$ cat config.mk
export PLATFORM = sky130hd
export DESIGN_NAME = nn_fullconn_fwd_polar
export DESIGN_NICKNAME = d
export VERILOG_FILES = /design/src/rtl/nn_fullconn_fwd_polar.sv
export SDC_FILE = /design/constraint.sdc
export NUM_CORES = 2
export LEC_CHECK = 0
export ABC_CLOCK_PERIOD_IN_PS = 24600
export CORE_MARGIN = 1.5
export CORE_UTILIZATION = 35
export CTS_CLUSTER_SIZE = 28
export DETAILED_ROUTE_END_ITERATION = 6
export PLACE_DENSITY_LB_ADDON = 0.08
export SYNTH_ARGS = -nofsm -noshare
export SYNTH_HDL_FRONTEND = slang
export SYNTH_SLANG_ARGS = --single-unit
$ cat constraint.sdc
create_clock -name CLK -period 24.6 [get_ports CLK]
set_input_delay 7.38 -clock CLK [delete_from_list [all_inputs] [get_ports CLK]]
set_output_delay 7.38 -clock CLK [all_outputs]
set_load 0.01 [all_outputs]
$ cat src/rtl/nn_fullconn_fwd_polar.sv
// nn_fullconn_fwd_polar: forward-pass fully connected stochastic layer using
// polar (magnitude + sign) bitstream arithmetic.
// For each output j, the signed popcount of (x & alpha) split by sign drives a
// saturating up/down state counter; z and zp are decoded from that state.
// A free-running frame counter marks the end of each FRAME_LEN-cycle frame.
// Optional feature macro: NN_FWD_ZCOUNT_EN adds z_count, the per-output count
// of z ones over the last completed frame.
// dbg_st exposes the packed activation states (output j at [j*SW +: SW]).
module nn_fullconn_fwd_polar #(
  parameter int N_IN      = 25,
  parameter int N_OUT     = 8,
  parameter int STATES    = 64,
  parameter int FRAME_LEN = 256
) (
  input  logic                                 CLK,
  input  logic                                 INIT,
  input  logic                                 EN,
  input  logic [N_IN-1:0]                      x,
  input  logic [N_IN-1:0]                      SIGN_x,
  input  logic [N_IN*N_OUT-1:0]                alpha,
  input  logic [N_IN*N_OUT-1:0]                SIGN_alpha,
  output logic [N_OUT-1:0]                     z,
  output logic [N_OUT-1:0]                     zp,
  output logic                                 frame_done,
  output logic [N_OUT*$clog2(STATES)-1:0]      dbg_st
`ifdef NN_FWD_ZCOUNT_EN
  ,
  output logic [N_OUT*$clog2(FRAME_LEN+1)-1:0] z_count
`endif
);

  localparam int SW   = $clog2(STATES);
  localparam int SUMW = $clog2(N_IN + 1) + 1;
  // Two guard bits above the wider operand so st + sum never wraps.
  localparam int EXTW = ((SW > SUMW) ? SW : SUMW) + 2;
  localparam int FCW  = $clog2(FRAME_LEN);

  localparam logic [SW-1:0]          MID     = SW'(STATES / 2);
  localparam logic [SW-1:0]          Q1      = SW'(STATES / 4);
  localparam logic [SW-1:0]          Q3      = SW'(3 * STATES / 4);
  localparam logic [SW-1:0]          ST_TOP  = SW'(STATES - 1);
  localparam logic signed [EXTW-1:0] ST_MAX  = EXTW'(STATES - 1);
  localparam logic [FCW-1:0]         FC_LAST = FCW'(FRAME_LEN - 1);

  logic [SW-1:0]                r_st   [N_OUT];
  logic [FCW-1:0]               r_fc;
  logic                         r_frame_done;

  logic [SUMW-1:0]              w_pos  [N_OUT];
  logic [SUMW-1:0]              w_neg  [N_OUT];
  logic signed [SUMW-1:0]       w_sum  [N_OUT];
  logic signed [EXTW-1:0]       w_ext  [N_OUT];
  logic [SW-1:0]                w_next [N_OUT];
  logic                         w_wrap;

  assign w_wrap     = EN && (r_fc == FC_LAST);
  assign frame_done = r_frame_done;

  // Signed popcount of the polar products and the clamped next state per output.
  always_comb begin
    for (int j = 0; j < N_OUT; j++) begin
      w_pos[j] = '0;
      w_neg[j] = '0;
      for (int i = 0; i < N_IN; i++) begin
        if (x[i] && alpha[j*N_IN+i]) begin
          if (SIGN_x[i] ^ SIGN_alpha[j*N_IN+i]) w_neg[j] = w_neg[j] + SUMW'(1);
          else                                  w_pos[j] = w_pos[j] + SUMW'(1);
        end
      end
      w_sum[j] = $signed(w_pos[j]) - $signed(w_neg[j]);
      w_ext[j] = $signed({{(EXTW-SW){1'b0}}, r_st[j]}) + EXTW'(w_sum[j]);
      if (w_ext[j][EXTW-1])        w_next[j] = '0;
      else if (w_ext[j] > ST_MAX)  w_next[j] = ST_TOP;
      else                         w_next[j] = w_ext[j][SW-1:0];
    end
  end

  // Activation state counters: reset to MID, advance only when enabled.
  always_ff @(posedge CLK) begin
    for (int j = 0; j < N_OUT; j++) begin
      if (INIT)    r_st[j] <= MID;
      else if (EN) r_st[j] <= w_next[j];
    end
  end

  // Frame counter with a registered one-cycle pulse after the wrap edge.
  always_ff @(posedge CLK) begin
    if (INIT) begin
      r_fc         <= '0;
      r_frame_done <= 1'b0;
    end else begin
      r_frame_done <= w_wrap;
      if (w_wrap)  r_fc <= '0;
      else if (EN) r_fc <= r_fc + FCW'(1);
    end
  end

  // Output decode from state registers only; no path from the inputs.
  always_comb begin
    z      = '0;
    zp     = '0;
    dbg_st = '0;
    for (int j = 0; j < N_OUT; j++) begin
      z[j]             = (r_st[j] >= MID);
      zp[j]            = (r_st[j] >= Q1) && (r_st[j] < Q3);
      dbg_st[j*SW +: SW] = r_st[j];
    end
  end

`ifdef NN_FWD_ZCOUNT_EN
  localparam int ZW = $clog2(FRAME_LEN + 1);

  logic [ZW-1:0] r_acc [N_OUT];
  logic [ZW-1:0] r_zc  [N_OUT];

  // Count z ones over a frame; publish the total on the wrap edge together with frame_done.
  always_ff @(posedge CLK) begin
    for (int j = 0; j < N_OUT; j++) begin
      if (INIT) begin
        r_acc[j] <= '0;
        r_zc[j]  <= '0;
      end else if (w_wrap) begin
        r_zc[j]  <= r_acc[j] + ZW'(z[j]);
        r_acc[j] <= '0;
      end else if (EN) begin
        r_acc[j] <= r_acc[j] + ZW'(z[j]);
      end
    end
  end

  // Pack the per-output frame counts.
  always_comb begin
    z_count = '0;
    for (int j = 0; j < N_OUT; j++) z_count[j*ZW +: ZW] = r_zc[j];
  end
`endif

endmodule
## Word level (Yosys, flattened, before mapping)

Memory sizes are Yosys's and may differ from the RTL's.
Cells that the tools add are included.

- Equal/unequal tests: 1
- Add/sub/neg operators: 401
- Bitwise logic cells: 208
- Muxes and demuxes: 829
- Magnitude comparators: 32
- Reduce and logical (&&, ||, !) cells: 210

Operator list:

| kind | number |
|---|---|
| 6-bit 2-to-1 mux | 792 |
| 6-bit by 1-bit adder with 6-bit output (second input constant) | 384 |
| 1-bit logical AND | 209 |
| 1-bit bitwise XOR | 200 |
| 7-bit by 6-bit adder with 8-bit output | 8 |
| 8-bit by 7-bit greater-than comparator with 1-bit output (second input constant) | 8 |
| 6-bit by 5-bit >= comparator with 1-bit output (second input constant) | 8 |
| 6-bit >= comparator (second input constant) | 8 |
| 6-bit < comparator (second input constant) | 8 |
| 6-bit subtractor | 8 |
| 1-bit 2-to-1 mux | 37 |
| 8-bit by 1-bit adder with 8-bit output (second input constant) | 1 |
| 8-bit == test (second input constant) | 1 |
| 1-bit OR | 8 |
| 2-bit OR reduction | 1 |

- Bits in registers: 9
- Memories: 1
- Bits in writable memories: 48

Memory list:

| name | words | bits a word | rd ports | clocked after memory_dff | write ports | line | RTL |
|---|---|---|---|---|---|---|---|
| r_st | 8 | 6 | 8 | 0 | 8 | 45 | `logic [SW-1:0] r_st [N_OUT];` |

## Depth between registers and ports, before layout

- Word-level depth: 81
- Mapped depth: 101

## Worst setup path before layout

Ideal clock, no wire load.

- Path kind: input to register
- From: input port SIGN_x[0]
- To: memory r_st[1][18] (netlist name) (data pin)
- Buffers on the path: 4
- Required time: 24.345 ns
- Cell stages on the path: 100
- Data arrival time: 25.602 ns
- Setup time: 0.255 ns
- Path slack: -1.257 ns
- Cell sequence: buf_6 buf_8 xnor2_1 nor2_1 ha_1 and3_1 a41oi_1 inv_1 ha_1 and3_1 or2_2 ha_1 or3_1 o31ai_1 inv_1 ha_1 nand2_1 o21a_1 (+64 left out) a21oi_1 xnor2_1 xnor2_1 xnor2_1 xnor3_1 xnor2_1 xnor2_1 xnor3_1 xnor3_1 buf_2 ha_1 or2_2 clkbuf_1 nand2b_1 nor2_1 mux2i_1 o21ai_0 and2_1

RTL lines:

| element | line | RTL |
|---|---|---|
| from (decl) | 19 | `input logic [N_IN-1:0] SIGN_x,` |
| to (decl) | 45 |  |

==> metrics.txt <==
status=completed; H-Tree Depth=3; Synth top area share=14.1%; most frequent cells in the layout=buf_4 (1742), nand2_1 (986), xnor2_1 (981); first-pass GRT wire length=between 300000 and 400000 um; vias in the first global route=slightly above 70000; fin crit share=99.3%; Seq/Total Area, Yosys=2.50%; Reg power frac=approximately 1.8%; FILL cells=18000; share of cells above drive strength 1=about 29%; Rows=about 160; combinational share of power=between 90% and 100%; Leak=38.2 nW; Yosys Warn Count=0; most common cell after layout, fill and taps aside=buf_4; Reg clk slew, reported paths=around 0.060 ns; Synth area leader=xnor2_1; WP data arrival=approximately 25 ns; Max Root-Sink Buffers=2; Area Overhead vs Synth=42.8%; EDFF count, synth=48; slowest CP cell=ha_1; crit path time final=between 20 and 25 ns; hold_sp=r_fc[7]; total track usage=approximately a quarter; Routed WL=approximately 250000 um; number of setup violations in the final report=0; RR Startpoint=r_st[1][13]; clk_skew=between 0.01 and 0.015 ns; largest net degree at the start of global routing=49; final core occ=50.4%; mapped cell area=roughly 65000 um2; pre-CTS WS=-2.30 ns; ys flop type=edfxtp_1; crit path capture type=flop; Detail Route Antenna Nets=0; Max-Cap Viols=0; hold crit path type=flop to flop; CP most frequent cell=ha_4; CP max stage delay=roughly 0.32 ns; Peak VDD IR=around 170 uV; total buffers and inverters traversed by the critical path=10; clock sink count=57; routed len/inst=18.7 um; # nets final=about 12000; Worst path top cell family by delay=adder cells; overall power=~13 mW; via/cell ratio=around 5.4; top post-synthesis cells by area=xnor2_1 (14%), ha_1 (9.3%), xor2_1 (8.0%); # IOs=518; startpoint type of the worst setup path=input pin; clock power share=under 10%; placed instance count=13000; max-slew violations=0; Net Switching=roughly 6.1 mW; Skew-Pair Late Insertion Delay=~0.36 ns; WHS Endpoint=frame_done; Slew HR=about a fifth; GP Congestion=0.947; Remaining Overflow, GRT=0; core area=about 180000 um2; fmax=approximately 0.041 GHz; hold path depth=2; port buffer count=517; Data required, critical path=24.71 ns; metal2 WL=around 130000 um; R2R Path End=r_st[1][13]; Vias=approximately 73000; synth unique cells=approximately 130; Starting Density=approximately a third; WL met3=6950 um; Pwr per Cell Area=~140 nW/um2; Reg2Reg Setup Slack=between 20 and 25 ns; Pint=roughly 6.5 mW; async set-reset flop share out of synthesis=0%; Pre-antenna DRT Iters=6; worst setup margin=between 0.15 and 0.2 ns; wl on met1=between 90000 and 100000 um; DP HPWL=211000 um; die width=approximately 430 um; clock root buffer=clkbuf_16; unrepaired setup endpoints after global routing=true; crit-path max FO=7; syn_area_per_cell=around 7.3 um2; Cell Area, Placed=82500 um2; antenna violations before repair=50; CTS tree=built; Crit Path Class=input pin to flop; flops & latches, synth=57; FF-to-FF path depth=10; syn nets=9853; Layout Cells excl Fill=around 13000; design area=roughly 93000 um2; Syn Inst Count=just under 9000; Sw Share=between 40% and 50%; top layer reached by signal wires=met5; final hold violations=0; DRC violations left=0; drt initial violations=~3300; Die Ht=between 400 and 500 um; Die ar.=around 190000 um2; Slew @ Worst Pin=around 1.2 ns; TritonCTS Buffers=9
## worst max-delay path by stage
stage,cells after the start,start,to,slack (ns)
after floorplan,96,SIGN_x[0],r_st[1][18],-0.03
after global placement,96,x[0],r_st[1][13],-2.09
after detailed placement,96,x[0],r_st[1][13],-2.30
after CTS,103,x[0],r_st[1][18],0.004
after global routing,99,SIGN_x[0],r_st[1][5],-0.49
final,99,SIGN_x[0],r_st[1][5],0.18
## timing repair
action | in CTS | in global routing
gates resized for setup | 343 | 874
endpoints found under the setup margin | 48 | 48
hold buffers | 0 | 0
pin swaps | 244 | 617
cloned | 0 | 0
setup buffers | 300 | 182
## state kept, by name (all words and copies together), names as in the netlist
register	cells
r_st	48
r_fc	8
frame_done	1
## power by group through the flow
stage               Combinational (mW)  Sequential [mW]  Clock, mW
global placement                  9.62            0.227          0
global route                      13.4            0.231      0.143
finish                            12.3            0.226      0.137
floorplan                         6.52            0.228          0
detailed placement                9.78            0.227          0
CTS                               10.6            0.225      0.139
## final cells by class
| type | instances | area, um2 | share of cell area (%) |
|---|---|---|---|
| clock buffers | 12 | 289 | 0.312 |
| inverters | 358 | 1350 | 1.45 |
| repair buffers | 2298 | 18800 | 20.3 |
| diodes | 21 | 52.6 | 0.0567 |
| well taps | 2464 | 3080 | 3.33 |
| clock inverters | 4 | 28.8 | 0.0311 |
| multi-input cells | 8284 | 67400 | 72.8 |
| flip-flops and latches | 57 | 1620 | 1.75 |
## cells in the mapped netlist, drive strengths merged, types with 30 or more instances
cell type,instances
nand4,135
or2,69
xor3,33
a2111oi,31
mux2,97
xnor2,1145
ha,481
or3,72
a311oi,30
a211oi,87
nand2,1063
a31oi,118
nand3,480
mux2i,158
o31ai,68
inv,356
a211o,40
nor2b,120
o22ai,76
o21ai,349
nor2,887
nor4,60
o21a,46
nor3,257
buf,69
edfxtp,48
xnor3,167
and3,190
clkbuf,135
nor3b,62
o211ai,73
a41oi,37
and2,153
a21o,65
a21oi,410
xor2,624
nand2b,66
## per-layer routing
layer	track usage, %	up-vias
li1	-	36300
met1	27.5	34800
met2	48.7	1339
met3	1.78	465
met4	12.2	28
met5	0	-
## cell families (layout without fill, tap and decap cells)
logic type               count (synthesis)  count (layout)  synth area share (%)
XOR/XNOR                              1969            1969                  32.8
multiplexers                           255             255                  4.12
buffers and inverters                  562            2672                  3.54
adder cells (fa/ha/maj)                517             517                  10.1
flip-flops                              57              57                  2.50
AO/OA/AOI/OAI                         1786            1786                  18.8
other                                    0              21                     0
AND/OR/NAND/NOR                       3757            3757                  28.1
## worst min-delay path: cells and delay by family, from the launching register on
family        cells  cell delay [ns]
flops             1             0.32
simple gates      2             0.14
## metrics by stage
stage	hold WS [ns]	setup TNS, ns
after floorplan	0.459	-0.160
after global placement	0.493	-58.48
after detailed placement	0.498	-67.95
after CTS	0.508	0
after global routing	0.547	-9.71
final	0.501	0
Power figures use the tool's default switching activity.
